==> config.mk <==
export PLATFORM = sky130hd
export DESIGN_NAME = dht11_receiver
export DESIGN_NICKNAME = d
export VERILOG_FILES = /design/src/rtl/dht11_pkg.sv /design/src/rtl/dht11_edge_sync.sv /design/src/rtl/dht11_receiver.sv
export SDC_FILE = /design/constraint.sdc
export NUM_CORES = 1
export LEC_CHECK = 0
export CORE_UTILIZATION = 60
export DETAILED_ROUTE_END_ITERATION = 8
export PLACE_DENSITY = 0.88
export SLEW_MARGIN = 20
export SYNTH_ARGS = -nofsm -noshare
export SYNTH_HDL_FRONTEND = slang
export SYNTH_SLANG_ARGS = --single-unit
==> constraint.sdc <==
create_clock -name clk -period 2.99 [get_ports clk]
set_input_delay 0.4485 -clock clk [delete_from_list [all_inputs] [get_ports clk]]
set_output_delay 0.4485 -clock clk [all_outputs]
set_load 0.05 [all_outputs]
==> src/rtl/dht11_pkg.sv <==
// dht11_pkg: shared header for the DHT11 start stage and receiver.
//   - receiver FSM state encoding
//   - default microsecond timing constants for both stages
//   - frame length and byte positions within the 40-bit frame
//   - checksum helper (the sum of the four data bytes, mod 256)
package dht11_pkg;

  typedef enum logic [2:0] {
    ST_IDLE      = 3'd0,
    ST_WAIT_LOW  = 3'd1,
    ST_MEAS_LOW  = 3'd2,
    ST_MEAS_HIGH = 3'd3,
    ST_CHECK     = 3'd4,
    ST_DONE      = 3'd5
  } dht11_state_t;

  // Receiver timing (us)
  localparam int unsigned DHT11_PREAMBLE_US      = 50;
  localparam int unsigned DHT11_BIT_THRESHOLD_US = 40;
  localparam int unsigned DHT11_TIMEOUT_US       = 200;

  // Start-stage timing (us)
  localparam int unsigned DHT11_START_LOW_US     = 18000;
  localparam int unsigned DHT11_START_RELEASE_US = 30;
  localparam int unsigned DHT11_START_RESP_US    = 160;

  // Frame layout, first byte on the wire is byte 0 (MSB first)
  localparam int unsigned DHT11_FRAME_BITS    = 40;
  localparam int unsigned DHT11_BYTE_HUM_INT  = 0;
  localparam int unsigned DHT11_BYTE_HUM_DEC  = 1;
  localparam int unsigned DHT11_BYTE_TEMP_INT = 2;
  localparam int unsigned DHT11_BYTE_TEMP_DEC = 3;
  localparam int unsigned DHT11_BYTE_CHECKSUM = 4;

  function automatic logic [7:0] dht11_byte(input logic [39:0] frame,
                                            input int unsigned idx);
    logic [39:0] sh;
    sh = frame >> (8 * (4 - idx));
    return sh[7:0];
  endfunction

  // 8-bit sum, carry discarded
  function automatic logic [7:0] dht11_checksum(input logic [39:0] frame);
    return dht11_byte(frame, DHT11_BYTE_HUM_INT)  + dht11_byte(frame, DHT11_BYTE_HUM_DEC) +
           dht11_byte(frame, DHT11_BYTE_TEMP_INT) + dht11_byte(frame, DHT11_BYTE_TEMP_DEC);
  endfunction

endpackage

==> src/rtl/dht11_edge_sync.sv <==
// dht11_edge_sync: 2-FF synchronizer for an asynchronous pad plus a
// previous-value flop for edge detection.
// Ports:
//   clk, rst  : clock, synchronous active-high reset
//   din       : asynchronous pad input
//   sync      : synchronized level
//   rise/fall : one-cycle pulses on synchronized edges
// All three flops reset to RESET_VAL (bus idle level) so no edge is seen
// when reset is released on an idle line.
module dht11_edge_sync #(
  parameter logic RESET_VAL = 1'b1
) (
  input  logic clk,
  input  logic rst,
  input  logic din,
  output logic sync,
  output logic rise,
  output logic fall
);

  logic meta_q;
  logic sync_q;
  logic prev_q;

  always_ff @(posedge clk) begin
    if (rst) begin
      meta_q <= RESET_VAL;
      sync_q <= RESET_VAL;
      prev_q <= RESET_VAL;
    end else begin
      meta_q <= din;
      sync_q <= meta_q;
      prev_q <= sync_q;
    end
  end

  assign sync = sync_q;
  assign rise = sync_q & ~prev_q;
  assign fall = ~sync_q & prev_q;

endmodule

==> src/rtl/dht11_receiver.sv <==
// dht11_receiver: decodes the 40-bit DHT11 data frame after the start stage
// releases the bus. Each bit's high width is measured and compared against
// BIT_THRESHOLD; the four data bytes are published with a one-cycle valid.
// Ports:
//   clk, rst        : clock, synchronous active-high reset
//   start           : start-stage handover level (sampled in IDLE only)
//   data_in         : raw asynchronous sensor line (input only)
//   humidity_int/dec, temp_int/dec : last accepted frame bytes
//   valid           : one-cycle pulse when the bytes update
//   checksum_err    : one-cycle pulse on checksum mismatch
//   timeout_err     : one-cycle pulse when a phase exceeds TIMEOUT_US
//   busy            : high whenever the FSM is outside IDLE
// Build option: define DHT11_CHECKSUM_EN to verify the checksum byte;
// when undefined every complete frame is accepted and checksum_err is 0.
module dht11_receiver
  import dht11_pkg::*;
#(
  parameter int unsigned CLK_PER_US    = 1,
  parameter int unsigned BIT_THRESHOLD = DHT11_BIT_THRESHOLD_US,
  parameter int unsigned TIMEOUT_US    = DHT11_TIMEOUT_US
) (
  input  logic       clk,
  input  logic       rst,
  input  logic       start,
  input  logic       data_in,
  output logic [7:0] humidity_int,
  output logic [7:0] humidity_dec,
  output logic [7:0] temp_int,
  output logic [7:0] temp_dec,
  output logic       valid,
  output logic       checksum_err,
  output logic       timeout_err,
  output logic       busy
);

  localparam int unsigned   TO_CYC   = TIMEOUT_US * CLK_PER_US;
  localparam int unsigned   CW       = $clog2(TO_CYC + 2);
  localparam logic [CW-1:0] TO_LIM   = CW'(TO_CYC);
  localparam logic [CW:0]   THR      = (CW+1)'(BIT_THRESHOLD * CLK_PER_US);
  localparam logic [5:0]    LAST_BIT = 6'(DHT11_FRAME_BITS - 1);

  dht11_state_t state, state_nxt;

  logic          line_s, line_rise, line_fall;
  logic [CW-1:0] cnt;
  logic [5:0]    bit_idx;
  logic [39:0]   shreg;

  logic phase_over;
  logic bit_val;
  logic shift_en;
  logic to_hit;
  logic load_out;

  dht11_edge_sync #(
    .RESET_VAL(1'b1)
  ) u_sync (
    .clk (clk),
    .rst (rst),
    .din (data_in),
    .sync(line_s),
    .rise(line_rise),
    .fall(line_fall)
  );

  assign phase_over = (cnt > TO_LIM);

  // The counter is cleared on the rising edge and reads w-1 in the cycle the
  // falling edge is seen for a w-cycle pulse; +1 recovers the full width.
  assign bit_val = (({1'b0, cnt} + (CW+1)'(1)) > THR);

`ifdef DHT11_CHECKSUM_EN
  logic csum_ok;
  logic ck_bad;
  assign csum_ok = (dht11_checksum(shreg) == dht11_byte(shreg, DHT11_BYTE_CHECKSUM));
`endif

  always_ff @(posedge clk) begin
    if (rst) state <= ST_IDLE;
    else     state <= state_nxt;
  end

  always_comb begin
    state_nxt = state;
    shift_en  = 1'b0;
    to_hit    = 1'b0;
    load_out  = 1'b0;
`ifdef DHT11_CHECKSUM_EN
    ck_bad    = 1'b0;
`endif
    case (state)
      ST_IDLE: begin
        if (start) state_nxt = ST_WAIT_LOW;
      end
      ST_WAIT_LOW: begin
        if (phase_over) begin
          to_hit    = 1'b1;
          state_nxt = ST_IDLE;
        end else if (!line_s) begin
          state_nxt = ST_MEAS_LOW;
        end
      end
      ST_MEAS_LOW: begin
        if (phase_over) begin
          to_hit    = 1'b1;
          state_nxt = ST_IDLE;
        end else if (line_rise) begin
          state_nxt = ST_MEAS_HIGH;
        end
      end
      ST_MEAS_HIGH: begin
        if (phase_over) begin
          to_hit    = 1'b1;
          state_nxt = ST_IDLE;
        end else if (line_fall) begin
          shift_en  = 1'b1;
          state_nxt = (bit_idx == LAST_BIT) ? ST_CHECK : ST_MEAS_LOW;
        end
      end
      ST_CHECK: begin
`ifdef DHT11_CHECKSUM_EN
        if (csum_ok) begin
          state_nxt = ST_DONE;
          load_out  = 1'b1;
        end else begin
          state_nxt = ST_IDLE;
          ck_bad    = 1'b1;
        end
`else
        state_nxt = ST_DONE;
        load_out  = 1'b1;
`endif
      end
      ST_DONE: begin
        state_nxt = ST_IDLE;
      end
      default: begin
        state_nxt = ST_IDLE;
      end
    endcase
  end

  // Outputs are loaded on the CHECK->DONE edge so the bytes and valid both
  // appear in the DONE cycle, two cycles after the last falling edge.
  always_ff @(posedge clk) begin
    if (rst) begin
      cnt          <= '0;
      bit_idx      <= '0;
      shreg        <= '0;
      humidity_int <= '0;
      humidity_dec <= '0;
      temp_int     <= '0;
      temp_dec     <= '0;
      valid        <= 1'b0;
      timeout_err  <= 1'b0;
    end else begin
      valid       <= load_out;
      timeout_err <= to_hit;

      if ((state_nxt != state) || line_rise || line_fall) cnt <= '0;
      else if (cnt != '1)                                 cnt <= cnt + CW'(1);

      if (state == ST_WAIT_LOW) begin
        bit_idx <= '0;
        shreg   <= '0;
      end else if (shift_en) begin
        shreg   <= {shreg[38:0], bit_val};
        bit_idx <= bit_idx + 6'd1;
      end

      if (load_out) begin
        humidity_int <= dht11_byte(shreg, DHT11_BYTE_HUM_INT);
        humidity_dec <= dht11_byte(shreg, DHT11_BYTE_HUM_DEC);
        temp_int     <= dht11_byte(shreg, DHT11_BYTE_TEMP_INT);
        temp_dec     <= dht11_byte(shreg, DHT11_BYTE_TEMP_DEC);
      end
    end
  end

`ifdef DHT11_CHECKSUM_EN
  logic ck_err_q;
  always_ff @(posedge clk) begin
    if (rst) ck_err_q <= 1'b0;
    else     ck_err_q <= ck_bad;
  end
  assign checksum_err = ck_err_q;
`else
  assign checksum_err = 1'b0;
`endif

  assign busy = (state != ST_IDLE);

endmodule

; Word level (Yosys, flattened, before mapping)
; Cells that the tools add are included.
; Widths: inputs -> output; s select.
[op_classes]
n_reduce_logical = 8
n_mux = 14
eq_ne = 7
n_addsub = 3
n_mul = 0
bitwise_logic = 5
shift = 0
magnitude_cmp = 2
n_div = 0
[ops]
columns = operator, count
row1 = $mux 3, 8
row2 = $pmux 3 s5, 1
row3 = $add 8x1->9 const B, 1
row4 = $gt 9x6->1 const B, 1
row5 = $add 8x1->8 const B, 1
row6 = $gt 8x8->1 const B, 1
row7 = $ne 8x8->1 const B, 1
row8 = $add 6x1->6 const B, 1
row9 = $eq 3x2->1 const B, 2
row10 = $eq 6x6->1 const B, 1
row11 = $reduce_or 2->1, 3
row12 = $mux 1, 5
row13 = $eq 3x1->1 const B, 1
row14 = $eq 3x3->1 const B, 1
row15 = $logic_not 3->1, 1
row16 = $ne 3x3->1, 1
row17 = $not 1->1, 3
row18 = $reduce_bool 3->1, 1
row19 = $reduce_or 3->1, 1
row20 = $and 1x1->1, 2
row21 = $logic_or 1x1->1, 2
[word_totals]
latchBits = 0
mem_bits_ro = 0
output_inout_bits = 36
ramBits = 0
memories = 0
in_bits = 4
regBits = 94
wordCells = 52

; Longest topological paths before layout
; Gate-level depths: netlist of run 1.
[depth]
ltp_word = 9
ltp_mapped = 9
mapped_depth_nobuf = 7

; Modules after synthesis
; From an unflattened synthesis of run 1, not the netlist that was laid out.
[unflattened]
cells_unflattened = 463
hier_area_um2 = 3694.8
[by_module_without_submodules]
columns = module, n_inst, cells_per_inst, area_each_um2, seq_area_each_um2
row1 = dht11_receiver, 1, 455, 3602.2, 1821.7
row2 = dht11_edge_sync, 1, 8, 92.6, 60.1

; Worst setup path after synthesis of run 1
; Ideal clock, no wire load.
[synth_timing]
path_kind = register -> register
start = reg cnt[0]
end = reg cnt[2]
arrival_time_ns = 1.725
slack_ns = 1.192
required_ns = 2.917
setup_time_ns = 0.073
path_stages_with_launch = 8
synth_period_minus_slack_ns = 1.798
n_path_buf = 0
path_cell_list = dfxtp_1 inv_1 ha_1 nand2b_4 a211o_1 a2111oi_4 o22ai_4 nor3_2
[synth_via]
elab_chain_len = 7
elab_cells_between_ends = 11
classes_between = 1 x add/sub / 1 x order compare / 2 x eq/ne / 4 x mux / 3 x reduce/logical
[synth_rtl]
columns = element, line
row1 = from (decl), dht11_receiver.sv:45  ; logic [CW-1:0] cnt;
row2 = from (signal assigned), dht11_receiver.sv:161  ; else if (cnt != '1) cnt <= cnt + CW'(1);
row3 = $gt 8x8->1, dht11_receiver.sv:66  ; assign phase_over = (cnt > TO_LIM);
row4 = "$mux 3, on equally long branches", "dht11_receiver.sv:112, dht11_receiver.sv:96, dht11_receiver.sv:104"
row5 = $pmux 3 s5, dht11_receiver.sv:91  ; case (state)
row6 = $ne 3x3->1, dht11_receiver.sv:160  ; if ((state_nxt != state) || line_rise || line_fall) cnt <= '0;
row7 = $logic_or 1x1->1 (2 in series), dht11_receiver.sv:160
row8 = $reduce_or 2->1 (no line), -
; Several ways; a longest one is shown, not always the timed one.
; A chain may end at the register's enable or synchronous reset.

; Final worst setup path of run 1
[layout_timing]
start = reg state[2]
end = out busy
[layout_via]
elab_chain_len = 1
[layout_rtl]
columns = element, line
row1 = from (decl), dht11_receiver.sv:42  ; dht11_state_t state, state_nxt;
row2 = from (signal assigned), dht11_receiver.sv:80  ; else state <= state_nxt;
row3 = $reduce_bool 3->1, dht11_receiver.sv:191  ; assign busy = (state != ST_IDLE);
row4 = to (decl), dht11_receiver.sv:33  ; output logic busy
; No other way between the ends.

==> impl_metrics.py, run 1 <==
metrics = {
    "placement": {
        "io_buffers": 38,
        "placed_area_um2": 4120,
        "gp_congestion": 0.865,
        "hpwlAfterDp_um": 4830,
        "dp_cells": 551,
    },
    "synth": {
        "yosys.area.top_type": "dfxtp_1",
        "synth_enable_flop_cells": 0,
        "synth_top_area_frac": 0.509,
        "syn_avg_cell_area_um2": 8.03,
        "yosysWarnings": 0,
        "async_flop_share": 0,
        "syn-instance-count": 461,
        "synthTopCellsByArea": "dfxtp_1 (51%), nand2_1 (16%), a21oi_1 (11%)",
        "yosys_most_used_dff": "dfxtp_1",
        "synthesis.nets": 469,
        "synth.top_cells.by_count": "nand2_1 (158), dfxtp_1 (94), a21oi_1 (82)",
        "ys_seq_area_frac": 0.509,
        "yosys.cell_count.top_type": "nand2_1",
        "ys_ff_latch": 94,
        "synth_area_um2": 3700,
        "ys_types": 46,
    },
    "critical_path": {
        "crit_path_max_fanout": 8,
        "cp_num_buf_inv": 1,
        "end_kind": "output pin",
        "slowest_stage": "clkdlybuf4s50_1",
        "cp-endpoint": "busy",
        "critPathArrivalTime_ns": 1.84,
        "critical_path.top_delay_family": "buffers and inverters",
        "timing.critical_path.cells": "or3_1 > clkdlybuf4s50_1",
        "cp.required_ns": 2.54,
        "reg2regPathDepth": 8,
        "cp-startpoint": "state[2]",
        "cp-start-kind": "flip-flop",
        "cp_num_cells": 2,
        "r2r_start": "cnt[0]",
        "max_stage_delay_ns": 0.70,
        "r2r-end": "bit_idx[5]",
        "regToRegSetupSlack_ns": 0.89,
        "path_class": "reg -> out",
    },
    "floorplan": {
        "std_cell_rows": 28,
        "dieArea_um2": 6480,
        "coreArea_um2": 5920,
        "ios": 40,
        "start_util": 0.625,
        "fp.dieW_um": 80.5,
        "die_h_um": 80.5,
    },
    "layout": {
        "final_nets": 495,
        "stdcell_area_um2": 4290,
        "drive_gt1_frac": 0.0772,
        "area_delta_synth_final_pct": 16.0,
        "finalNonFillerCells": 567,
        "antennaDiodeCount": 0,
        "final_util": 0.725,
    },
    "power": {
        "pwr_density_cell_nw_per_um2": 489,
        "p_total_mw": 2.10,
        "power.leakage_nw": 1.35,
        "vdd_ir_drop_max_mv": 0.297,
    },
    "min_path": {
        "holdPathStages": 1,
        "hp-start": "u_sync.meta_q",
        "hp-class": "reg -> reg",
    },
    "sta": {
        "setup_viol": 0,
        "fin_crit_ns": 2.28,
        "max_clock_freq_mhz": 438,
        "finClkSkew_ns": 0.0101,
        "tightest_slew_ns": 0.611,
        "maxSlewHeadroom": 0.592,
        "final.period_utilization": 0.764,
        "rsz0062_at_grt": "false",
        "tns_ns": 0,
        "finalHoldViolCount": 0,
        "slew_viol_final": 0,
    },
    "clock_tree": {
        "cts.clk_slew.worst_paths_ns": 0.09,
        "htree_levels": 3,
        "ctsRootBufferMaster": "clkbuf_8",
        "cts_hold_buf": 0,
        "postCtsSetupBuffers": 0,
        "cts.sinks": 94,
        "insertion_delay_ns": 0.36,
        "cts-resized-gates": 0,
        "cts_tree": "yes",
        "cts_buffers": 9,
        "clock_path_buffers": 2,
    },
    "routing": {
        "via_per_inst": 5.50,
        "drt_first_pass_iters": 4,
        "drc_errors": 0,
        "final_antenna_net_count": 0,
        "wl_per_cell_um": 12.9,
        "routed_wl_um": 7290,
        "vias": 3119,
        "drtIter0Drc": 95,
    },
    "grt": {
        "grt.overflow.total": 0,
        "grt_pass1_wl_um": 11900,
        "grt_max_degree": 45,
        "track_usage": 0.237,
        "grt_pass1_vias": 2761,
        "antenna_found_initial": 0,
    },
    "run": {
        "cap_violations": 0,
    },
    "status": {
        "status": "complete, no violations",
    },
}
## metrics by stage
stage               hold slack [ns]  worst slack (ns)
finish                        0.428             0.705
global route                  0.451             0.656
global placement              0.392             0.915
detailed placement            0.408             0.851
CTS                           0.430             0.697
floorplan                     0.389              1.19
## placed cells by master (no fill, tap or decap), types with 2 or more instances in the layout
master / count
clkinvlp_4: 4
a211oi_2: 4
nor2b_1: 2
xor2_1: 3
nor2_1: 11
or3_1: 7
dfxtp_1: 94
or2_2: 3
nor3_2: 2
and2_1: 2
nand2_1: 158
clkdlybuf4s50_1: 38
ha_1: 4
a211oi_1: 2
clkbuf_8: 9
a311oi_1: 2
nor4_1: 2
nor3_1: 3
nand3_1: 10
o21ai_0: 6
o21bai_1: 2
xnor2_1: 2
inv_1: 7
buf_4: 8
a21oi_1: 82
## sequential cells by signal, summed over array words and instances, names as in the netlist
signal / flops
bit_idx: 6
timeout_err: 1
shreg: 40
valid: 1
temp_dec: 8
u_sync.prev_q: 1
u_sync.meta_q: 1
humidity_dec: 8
u_sync.sync: 1
humidity_int: 8
state: 3
cnt: 8
temp_int: 8
## metal layers
metal / vias up / global-route usage / share of wire
met5: - / 0 / 0
met4: 0 / 0.125 / 0.019
met3: 15 / 0.0364 / 0.047
met2: 73 / 0.423 / 0.50
met1: 1450 / 0.271 / 0.44
li1: 1581 / - / -
## cells by family (layout without fill, tap and decap cells)
logic type	count (synthesis)	in the layout	share of synthesized area
AOI/OAI and AO/OA	111	111	0.184
xor gates and xnor gates	5	5	0.0118
adders and majority gates	5	5	0.0162
buffers and inverters	39	70	0.0450
DFF	94	94	0.509
other	1	1	0.00101
and+or+nand+nor	206	206	0.233
## final cells by class
cell class                      instances  area, µm²
Sequential cell                        94       1880
Inverter                                7       26.3
Clock inverter                          6       46.3
Tap cell                               75       93.8
Timing Repair Buffer                   47        460
Clock buffer                           10        128
Fill cell                             450       1630
Multi-Input combinational cell        328       1660
## power by group
part / internal (mW) / total, mW / switching, mW
combinational: 0.0297 / 0.0852 / 0.0554
clock: 0.306 / 0.749 / 0.443
sequential: 1.26 / 1.27 / 0.00976
## worst min path at each step
stage / end / slack [ns]
5_1_grt: u_sync.sync / 0.45
6_report: u_sync.sync / 0.43
4_1_cts: u_sync.sync / 0.43
3_3_place_gp: u_sync.sync / 0.39
3_5_place_dp: u_sync.sync / 0.41
2_1_floorplan: u_sync.sync / 0.39
## worst reg2reg max path, stage by stage, from the launching register on
cell and delay (ns):
dfxtp_1 0.39, inv_1 0.09, ha_1 0.19, nand2b_4 0.06, a211oi_1 0.30, o211ai_1 0.15
buf_4 0.21, or4_1 0.51, a21oi_1 0.15
No activity file was read; power rests on OpenSTA's default activity.
==> run 2: changes to the inputs <==
- CORE_UTILIZATION: 60 -> 55
- PLACE_DENSITY: 0.88 -> 0.82
- clock period: 2.99 -> 2.3 ns (I/O delays scaled with it)
==> run 2 against run 1 <==
The run now ends with design-rule violations left. Wire length is 3.6% lower. First-iteration DRC count rose by 33%. Sequential share of layout area down 0.42 points. Sequential power rose by 29%. Clock skew about the same. Critical path type unchanged.
==> impl_metrics.py, run 2 (synthesized netlist as in run 1, its figures left out) <==
metrics = {
    "floorplan": {
        "dieArea_um2": 7060,
        "ios": 40,
        "std_cell_rows": 29,
        "coreArea_um2": 6420,
        "start_util": 0.576,
        "die_h_um": 84.0,
        "fp.dieW_um": 84.0,
    },
    "routing": {
        "wl_per_cell_um": 12.3,
        "drtIter0Drc": 126,
        "vias": 3100,
        "routed_wl_um": 7030,
        "final_antenna_net_count": 0,
        "drt_first_pass_iters": 6,
        "drc_errors": 10,
        "via_per_inst": 5.42,
    },
    "layout": {
        "largest-register": "shreg",
        "largest_reg_flops": 40,
        "final_util": 0.675,
        "drive_gt1_frac": 0.0848,
        "antennaDiodeCount": 0,
        "final_common_cell": "nand2_1",
        "mostFrequentLayoutCells": "nand2_1 (158), dfxtp_1 (94), a21oi_1 (82), clkdlybuf4s50_1 (38)",
        "area_delta_synth_final_pct": 17.1,
        "final_nets": 498,
    },
    "power": {
        "vdd_ir_drop_max_mv": 0.494,
        "p_int_mw": 2.10,
        "p_total_mw": 2.76,
        "switching_share": 0.238,
        "power.leakage_nw": 1.38,
        "pwr_density_cell_nw_per_um2": 638,
        "seqPwrFrac": 0.595,
        "p_sw_mw": 0.659,
        "combPwrFrac": 0.040,
        "clkPwrFrac": 0.365,
    },
    "clock_tree": {
        "cts_buffers": 9,
        "cts.clk_slew.worst_paths_ns": 0.09,
        "cts_hold_buf": 0,
        "cts.sinks": 94,
        "ctsRootBufferMaster": "clkbuf_8",
        "htree_levels": 3,
        "cts_tree": "yes",
        "insertion_delay_ns": 0.35,
        "clock_path_buffers": 2,
    },
    "grt": {
        "grt_pass1_vias": 2934,
        "antenna_found_initial": 0,
        "grt_max_degree": 45,
        "grt.overflow.total": 0,
        "track_usage": 0.219,
        "grt_pass1_wl_um": 12700,
    },
    "critical_path": {
        "r2r_start": "cnt[1]",
        "cp.required_ns": 1.96,
        "cp-start-kind": "flip-flop",
        "critPathArrivalTime_ns": 1.82,
        "regToRegSetupSlack_ns": 0.20,
        "cp-endpoint": "busy",
        "cp-startpoint": "state[2]",
        "reg2regPathDepth": 7,
        "path_class": "reg -> out",
        "crit_path_max_fanout": 8,
        "end_kind": "output pin",
        "r2r-end": "bit_idx[5]",
    },
    "sta": {
        "fin_crit_ns": 2.17,
        "setup_viol": 0,
        "finalHoldViolCount": 0,
        "tns_ns": 0,
        "tightest_slew_ns": 0.530,
        "slew_viol_final": 0,
        "maxSlewHeadroom": 0.645,
        "rsz0062_at_grt": "false",
        "finClkSkew_ns": 0.00992,
        "max_clock_freq_mhz": 462,
        "final.period_utilization": 0.942,
    },
    "placement": {
        "io_buffers": 38,
        "gp_congestion": 0.912,
        "hpwlAfterDp_um": 4640,
    },
    "status": {
        "status": "complete, but fails checks",
        "violations": "design-rule violations",
    },
    "min_path": {
        "hp-class": "reg -> reg",
    },
    "run": {
        "cap_violations": 0,
    },
}
-- run 2: final cells by class --
cell class | count | area, µm²
repair buffers | 50 | 483
well taps | 77 | 96.3
fillers | 513 | 2090
clock inverters | 5 | 43.8
multi-input cells | 328 | 1660
inverters | 7 | 26.3
flip-flops and latches | 94 | 1880
clock buffers | 11 | 141
-- run 2: power by group through the flow --
stage	Sequential, mW	Combinational, mW	Clock, mW
2_1_floorplan	1.68	0.0814	0
5_1_grt	1.65	0.124	1.10
3_3_place_gp	1.68	0.108	0
6_report	1.64	0.111	1.01
3_5_place_dp	1.68	0.111	0
4_1_cts	1.64	0.111	1.03
-- run 2: routing by layer --
metal	wire (µm)	global-route usage	share of wire
met4	108	0.0878	0.015
met3	203	0.0326	0.029
met5	0	0	0
met2	3500	0.386	0.50
met1	3220	0.267	0.46
-- run 2: stage by stage --
stage	hold WS, ns	cell area, µm²	instances	setup WS, ns
finish	0.411	4330	572	0.134
global route	0.440	4330	572	0.0704
CTS	0.412	4320	571	0.0912
detailed placement	0.396	4140	555	0.103
global placement	0.397	4140	555	0.177
floorplan	0.389	3700	461	0.502
-- run 2: critical path, cell delays in order, from the launching register on --
cell and delay [ns]:
dfxtp_1 0.40, or3_1 0.37, clkdlybuf4s50_1 0.70
-- run 2: worst min-delay path by stage --
stage | from | end | slack [ns] | cells past startpoint
final | u_sync.meta_q | u_sync.sync | 0.41 | 1
after detailed placement | u_sync.meta_q | u_sync.sync | 0.40 | 1
after CTS | u_sync.meta_q | u_sync.sync | 0.41 | 1
after global placement | u_sync.meta_q | u_sync.sync | 0.40 | 1
after floorplan | u_sync.meta_q | u_sync.sync | 0.39 | 1
after global routing | u_sync.meta_q | u_sync.sync | 0.44 | 1
-- run 2: timing repair --
action / in CTS / in global routing
setup buffers: 0 / 1
hold endpoints to repair: 0 / 0
resized for setup: 0 / 1
endpoints found under the setup margin: 0 / 2
